==> src/rtl/uart_rs232_rx.sv <==
// RS-232 style UART receiver: 2-flop synchronised Rx, mid-bit sampling, 1..8 data bits LSB first,
// one stop bit, with a one-cycle done/error pulse per frame.
module uart_rs232_rx #(
  parameter int unsigned CLKS_PER_BIT = 434
) (
  input  logic       Clk,
  input  logic       Rst,
  input  logic       Rx,
  input  logic [3:0] NBits,
  output logic [7:0] RxData,
  output logic       RxDone,
  output logic       RxErr,
  output logic       Busy
);

  localparam int unsigned CntW = (CLKS_PER_BIT > 1) ? $clog2(CLKS_PER_BIT) : 1;
  localparam logic [CntW-1:0] CntMax  = CntW'(CLKS_PER_BIT - 1);
  localparam logic [CntW-1:0] CntHalf = CntW'((CLKS_PER_BIT - 1) / 2);

  typedef enum logic [2:0] {
    StIdle,
    StStart,
    StData,
    StStop,
    StWaitIdle
  } state_e;

  state_e          r_state, w_state_d;
  logic            r_rx_meta, r_rx_s;
  logic [CntW-1:0] r_clk_cnt, w_clk_cnt_d;
  logic [3:0]      r_bit_cnt, w_bit_cnt_d;
  logic [3:0]      r_nbits, w_nbits_d;
  logic [7:0]      r_shift, w_shift_d;
  logic [7:0]      r_data, w_data_d;
  logic            r_done, w_done_d;
  logic            r_err, w_err_d;
  logic [3:0]      w_nbits_eff;

  // Out-of-range widths collapse to a full byte.
  assign w_nbits_eff = ((NBits == 4'd0) || (NBits > 4'd8)) ? 4'd8 : NBits;

  always_ff @(posedge Clk or posedge Rst) begin
    if (Rst) begin
      r_rx_meta <= 1'b1;
      r_rx_s    <= 1'b1;
    end else begin
      r_rx_meta <= Rx;
      r_rx_s    <= r_rx_meta;
    end
  end

  always_ff @(posedge Clk or posedge Rst) begin
    if (Rst) begin
      r_state   <= StIdle;
      r_clk_cnt <= '0;
      r_bit_cnt <= '0;
      r_nbits   <= 4'd8;
      r_shift   <= '0;
      r_data    <= '0;
      r_done    <= 1'b0;
      r_err     <= 1'b0;
    end else begin
      r_state   <= w_state_d;
      r_clk_cnt <= w_clk_cnt_d;
      r_bit_cnt <= w_bit_cnt_d;
      r_nbits   <= w_nbits_d;
      r_shift   <= w_shift_d;
      r_data    <= w_data_d;
      r_done    <= w_done_d;
      r_err     <= w_err_d;
    end
  end

  always_comb begin
    w_state_d   = r_state;
    w_clk_cnt_d = r_clk_cnt;
    w_bit_cnt_d = r_bit_cnt;
    w_nbits_d   = r_nbits;
    w_shift_d   = r_shift;
    w_data_d    = r_data;
    w_done_d    = 1'b0;
    w_err_d     = 1'b0;
    case (r_state)
      StIdle: begin
        if (!r_rx_s) begin
          w_state_d   = StStart;
          w_clk_cnt_d = '0;
          w_bit_cnt_d = '0;
          w_nbits_d   = w_nbits_eff;
          w_shift_d   = '0;
        end
      end
      StStart: begin
        if (r_clk_cnt == CntHalf) begin
          w_clk_cnt_d = '0;
          // A line that is high again at mid start bit was only a glitch.
          w_state_d   = r_rx_s ? StIdle : StData;
        end else begin
          w_clk_cnt_d = r_clk_cnt + 1'b1;
        end
      end
      StData: begin
        if (r_clk_cnt == CntMax) begin
          w_clk_cnt_d = '0;
          w_shift_d[r_bit_cnt[2:0]] = r_rx_s;
          w_bit_cnt_d = r_bit_cnt + 4'd1;
          if (r_bit_cnt == (r_nbits - 4'd1)) begin
            w_state_d = StStop;
          end
        end else begin
          w_clk_cnt_d = r_clk_cnt + 1'b1;
        end
      end
      StStop: begin
        if (r_clk_cnt == CntMax) begin
          w_clk_cnt_d = '0;
          if (r_rx_s) begin
            w_data_d  = r_shift;
            w_done_d  = 1'b1;
            w_state_d = StIdle;
          end else begin
            w_err_d   = 1'b1;
            w_state_d = StWaitIdle;
          end
        end else begin
          w_clk_cnt_d = r_clk_cnt + 1'b1;
        end
      end
      StWaitIdle: begin
        if (r_rx_s) begin
          w_state_d = StIdle;
        end
      end
      default: w_state_d = StIdle;
    endcase
  end

  assign RxData = r_data;
  assign RxDone = r_done;
  assign RxErr  = r_err;
  assign Busy   = (r_state != StIdle);

endmodule
==> config.mk <==
export PLATFORM = sky130hd
export DESIGN_NAME = uart_rs232_rx
export DESIGN_NICKNAME = d
export VERILOG_FILES = /design/src/rtl/uart_rs232_rx.sv
export SDC_FILE = /design/constraint.sdc
export NUM_CORES = 1
export LEC_CHECK = 0
export BUFFER_PORTS_ARGS = -buffer_cell sky130_fd_sc_hd__clkbuf_2
export CAP_MARGIN = 20
export CORE_ASPECT_RATIO = 0.7
export CORE_UTILIZATION = 66
export CTS_BUF_LIST = sky130_fd_sc_hd__clkbuf_4 sky130_fd_sc_hd__clkbuf_8
export CTS_CLUSTER_DIAMETER = 40
export CTS_CLUSTER_SIZE = 30
export DETAILED_ROUTE_END_ITERATION = 16
export PLACE_DENSITY_LB_ADDON = 0.2
export RECOVER_POWER = 50
export REMOVE_ABC_BUFFERS = 1
export SYNTH_ARGS = -nofsm -noshare
export SYNTH_HDL_FRONTEND = slang
export SYNTH_SLANG_ARGS = --single-unit
==> constraint.sdc <==
create_clock -name Clk -period 5 [get_ports Clk]
set_input_delay 1 -clock Clk [delete_from_list [all_inputs] [get_ports Clk]]
set_output_delay 1 -clock Clk [all_outputs]
set_load 0.01 [all_outputs]
After elaboration in Yosys (flattened, before gate mapping)
Index checks and enable logic that the tools add are counted.
{ "word_totals": {"regBits": 40, "input_bits": 7, "out_inout_bits": 11, "word_cells": 72} }
{ "op_classes": {"n_addsub": 3, "magnitude_cmp": 3, "eq_ne": 13, "muxes": 29, "n_bitwise": 1, "reduce_logical": 13} }
{ "op_table": {"columns": ["op", "n"], "rows": [
  ["9-bit two-way mux", 3],
  ["9-bit case mux with 3 select lines", 1],
  ["3-bit two-way mux", 7],
  ["8-bit two-way mux", 2],
  ["8-bit case mux with 2 select lines", 1],
  ["3-bit case mux with 5 select lines", 1],
  ["4-bit two-way mux", 3],
  ["2-bit != test, second input constant", 6],
  ["9-bit by 1-bit adder with 9-bit output, second input constant", 1],
  ["9-bit by 8-bit equality test with 1-bit output, second input constant", 1],
  ["9-bit equality test, second input constant", 1],
  ["8-bit bitwise mux", 1],
  ["4-bit case mux with 2 select lines", 1],
  ["1-bit two-way mux", 7],
  ["3-bit by 2-bit equality test with 1-bit output, second input constant", 2],
  ["3-bit AND reduction", 2],
  ["6-bit AND reduction", 1],
  ["3-bit nonzero test", 2],
  ["4-bit by 1-bit adder with 4-bit output, second input constant", 1],
  ["4-bit equality test", 1],
  ["4-bit > comparator, second input constant", 1],
  ["4-bit logical NOT", 1],
  ["3-bit by 4-bit < comparator with 1-bit output, second input constant", 1],
  ["2-bit AND reduction", 2],
  ["12 further kinds", 12]
]} }

Logic depth before layout (Yosys ltp)
{ "logic_depth": {"depth_word": 7, "mapped_depth": 8, "mapped_depth_nobuf": 6} }

Worst setup path after synthesis
OpenSTA, ideal clock, no wires.
{ "synth_timing": {"kind": "reg-to-output", "startpoint": "register r_state[2]", "endpoint": "output Busy", "arrival_time_ns": 0.917, "required_time_ns": 4.000, "slack_ns": 3.083, "stages_incl_launch_ff": 3, "path_buffers": 1, "cell_sequence": "dfrtp_1 buf_2 or3_1"} }
{ "synth_via": {"elab_chain_len": 1} }
{ "synth_lines": {"columns": ["item", "line_no", "text"], "rows": [
  ["from (decl)", "28", "state_e r_state, w_state_d;"],
  ["from (signal assigned)", "54", "r_state <= StIdle;"],
  ["from (signal assigned)", "63", "r_state <= w_state_d;"],
  ["3-bit nonzero test", "141", "assign Busy = (r_state != StIdle);"],
  ["to (decl)", "13", "output logic Busy"]
]} }
Every way passes these cells.

==> results.md <==
- Status: complete, but fails checks
- Failing checks: capacitance limit, slew limit
- Total number of vias: 1742
- Cts bufs inserted: 5
- Pre-CTS WS: 2.85 ns
- Total grt overflow: 0
- Die ar.: 3470 µm²
- Max Fclk: 385 MHz
- DRT Pass-1 Iters: 5
- H-tree levels: 2
- Count of buffers from port buffering: 17
- Part of the Yosys area used for sequential elements: 47.0%
- Mapped Cells: 208
- Switching power: 129 µW
- DP Cell Count: 251
- Startpoint class of the critical path: input pin
- Register share of total power: 46.4%
- Core ar.: 2940 µm²
- Crit-path leading delay family: buffers and inverters
- Tot Pwr: 712 µW
- Crit-path max cell delay: 1.47 ns
- Library cells used by synthesis: 55
- CP Data Arrival Time: 2.60 ns
- Routed Antenna Nets: 0
- # resized after CTS: 0
- Switching Share: 18.1%
- Top FF cell, synth: dfrtp_1
- Crit-path slowest cell: clkbuf_1
- Reg area: 1000 µm²
- Clk network pwr share: 51.0%
- Slew Viols, Final: 41
- CP bufs+invs: 3
- Footprint of the multi-input gates: 1000 µm²
- Worst Setup End Kind: asynchronous set/reset pin
- Vias in the first global route: 1597
- Leak: 1.02 nW
- Largest net degree at the start of global routing: 41
- Starting Density: 72.7%
- Post-route DRC: 0
- DP Wirelength: 3.18 mm
- Setup TNS Final: 0 ns
- Initial antenna violation count: 0
- Async set or reset register ratio after synthesis: 100%
- Layout area overhead: 10.6%
- Fill cells: 196
- Routability cong.: 0.999
- VDD IR max: 0.306 mV
- First-pass GRT wire length: 7.98 mm
- Post-synth EDFFs: 0
- Drt total wl: 4.75 mm
- Clock Path Buffers: 2
- Pwr Density: 301 nW/µm²
- Die Y: 49.6 µm
- Slew headroom: -37.0%
- Post-route cell area: 2360 µm²
- Clock transition at path regs: 0.07 ns
- Post-route insts no fill: 259
- Final setup viols: 0
- Clock Sinks: 40
- CTS Hold Bufs: 0
- Placed inst area: 2210 µm²
- Crit path required time: 5.00 ns
- Mapped Avg Cell Area: 10.3 µm²
- CP cell instances: clkbuf_2 > inv_1 > clkbuf_1
- CTS tree: yes
- Post-Route Utilization: 80.4%
- Logic pwr share: 2.6%
- Final hold violations: 0
- Crit Path Category: input pin to asynchronous set/reset pin
- Tmin final: 2.60 ns
- Vias per inst: 6.73
- Internal power: 583 µW
- Worst Skew: 0.00643 ns
- Gr usage total: 30.5%
- Top Ports: 18
- Period utilization: 51.9%
- Post-synthesis register bit count: 40
- Yosys warnings: 0
- DRT iter0 DRCs: 173
- Worst-path fanout max: 40
- Final hold slack: 0.362 ns
- Worst-Skew Late Latency: 0.30 ns
- Num rows: 16
- Synth Cell Area: 2140 µm²
- Setup slack after layout: 2.40 ns
- # diodes: 0
- Worst min path class: register to register
- Layout cells sized above 1: 19.3%
- Tightest Pin Transition: 2.06 ns
- Avg WL per Cell: 18.3 µm
- RSZ-0062 raised after global routing: false
- Die Width: 70.0 µm
- MaxCap Viol Count: 1
- Clock root cell: clkbuf_8
- Final net count: 234
- Post CTS Setup Buffer Count: 0
[power groups by stage]
stage / sequential (mW) / combinational, mW / clock (mW)
after floorplan: 0.335 / 0.0125 / 0
after global placement: 0.336 / 0.0179 / 0
after detailed placement: 0.336 / 0.0185 / 0
after CTS: 0.330 / 0.0192 / 0.362
after global routing: 0.331 / 0.0212 / 0.377
final: 0.330 / 0.0183 / 0.363
[cells by family (layout without fill, tap and decap cells)]
group	after synthesis	count (layout)	synth area share, %
multiplexers	9	9	6.09
adder cells (fa/ha/maj)	5	5	2.93
AND/OR/NAND/NOR	65	65	17.5
flip-flops	40	40	47.0
XOR/XNOR	5	5	2.05
AO/OA/AOI/OAI	56	56	18.5
buffers and inverters	28	43	5.97
[synth_stat cells, types with 3 or more instances]
master	count	area, µm²
clkbuf_1	5	18.8
o211ai_1	10	75.1
dfstp_2	3	78.8
o21ai_0	7	35.0
mux2_4	8	120
buf_2	3	15.0
a21oi_1	8	40.0
nand2b_1	4	25.0
nand3b_1	3	22.5
a2111oi_0	3	26.3
nand3_1	6	30.0
o31ai_1	3	22.5
dfrtp_1	37	926
xnor2_1	4	35.0
o221ai_1	8	70.1
ha_1	5	62.6
o21ai_1	3	15.0
inv_1	17	63.8
nand2_1	16	60.1
nor3_1	3	15.0
nor2_1	11	41.3
[area by class of cell]
class                   instances  area share [%]
flip-flops and latches         40            42.5
clock buffers                   5            2.91
inverters                      17            2.70
well taps                      36            1.90
repair buffers                 18            3.76
clock inverters                 3            3.81
multi-input cells             140            42.4
[sequential cells by signal (all words and copies together), names as in the netlist]
| name | count |
|---|---|
| RxDone | 1 |
| r_clk_cnt | 9 |
| RxData | 8 |
| r_state | 3 |
| r_rx_meta | 1 |
| r_bit_cnt | 4 |
| RxErr | 1 |
| r_nbits | 4 |
| r_shift | 8 |
| r_rx_s | 1 |
[cells in the final DEF, fill, tap and decap left out, types with 7 or more instances in the layout]
| cell | Yosys | layout |
|---|---|---|
| clkbuf_2 | 0 | 17 |
| o21ai_0 | 7 | 7 |
| o211ai_1 | 10 | 10 |
| inv_1 | 17 | 17 |
| mux2_4 | 8 | 8 |
| nor2_1 | 11 | 11 |
| o221ai_1 | 8 | 8 |
| dfrtp_1 | 37 | 37 |
| nand2_1 | 16 | 16 |
| a21oi_1 | 8 | 8 |
[path summary, 6_finish.rpt]
path	from	to	depth (start not counted)	slack, ns
max reg2reg	r_state[2]	r_state[0]	4	2.60
max in group Clk	r_state[2]	r_state[0]	4	2.60
min	r_rx_meta	r_rx_s	0	0.36
min in group asynchronous	Rst	RxData[7]	3	1.42
max	Rst	r_shift[0]	3	2.40
min reg2reg	r_rx_meta	r_rx_s	0	0.36
[worst reg2reg max path, cell delays in order, from the launching register on]
cell and delay, ns:
dfrtp_1 0.50, nor3b_2 0.79, o211ai_1 0.22, a2111oi_0 0.63, o31a_1 0.21
[per-layer routing]
| metal | vias to the layer above | wire length, µm | track usage (%) |
|---|---|---|---|
| li1 | 786 | - | - |
| met1 | 820 | 2070 | 43.3 |
| met2 | 115 | 2120 | 45.2 |
| met3 | 21 | 454 | 9.41 |
| met4 | 0 | 97 | 9.00 |
| met5 | - | 0 | 0 |
No activity file was read; power rests on OpenSTA's default activity.
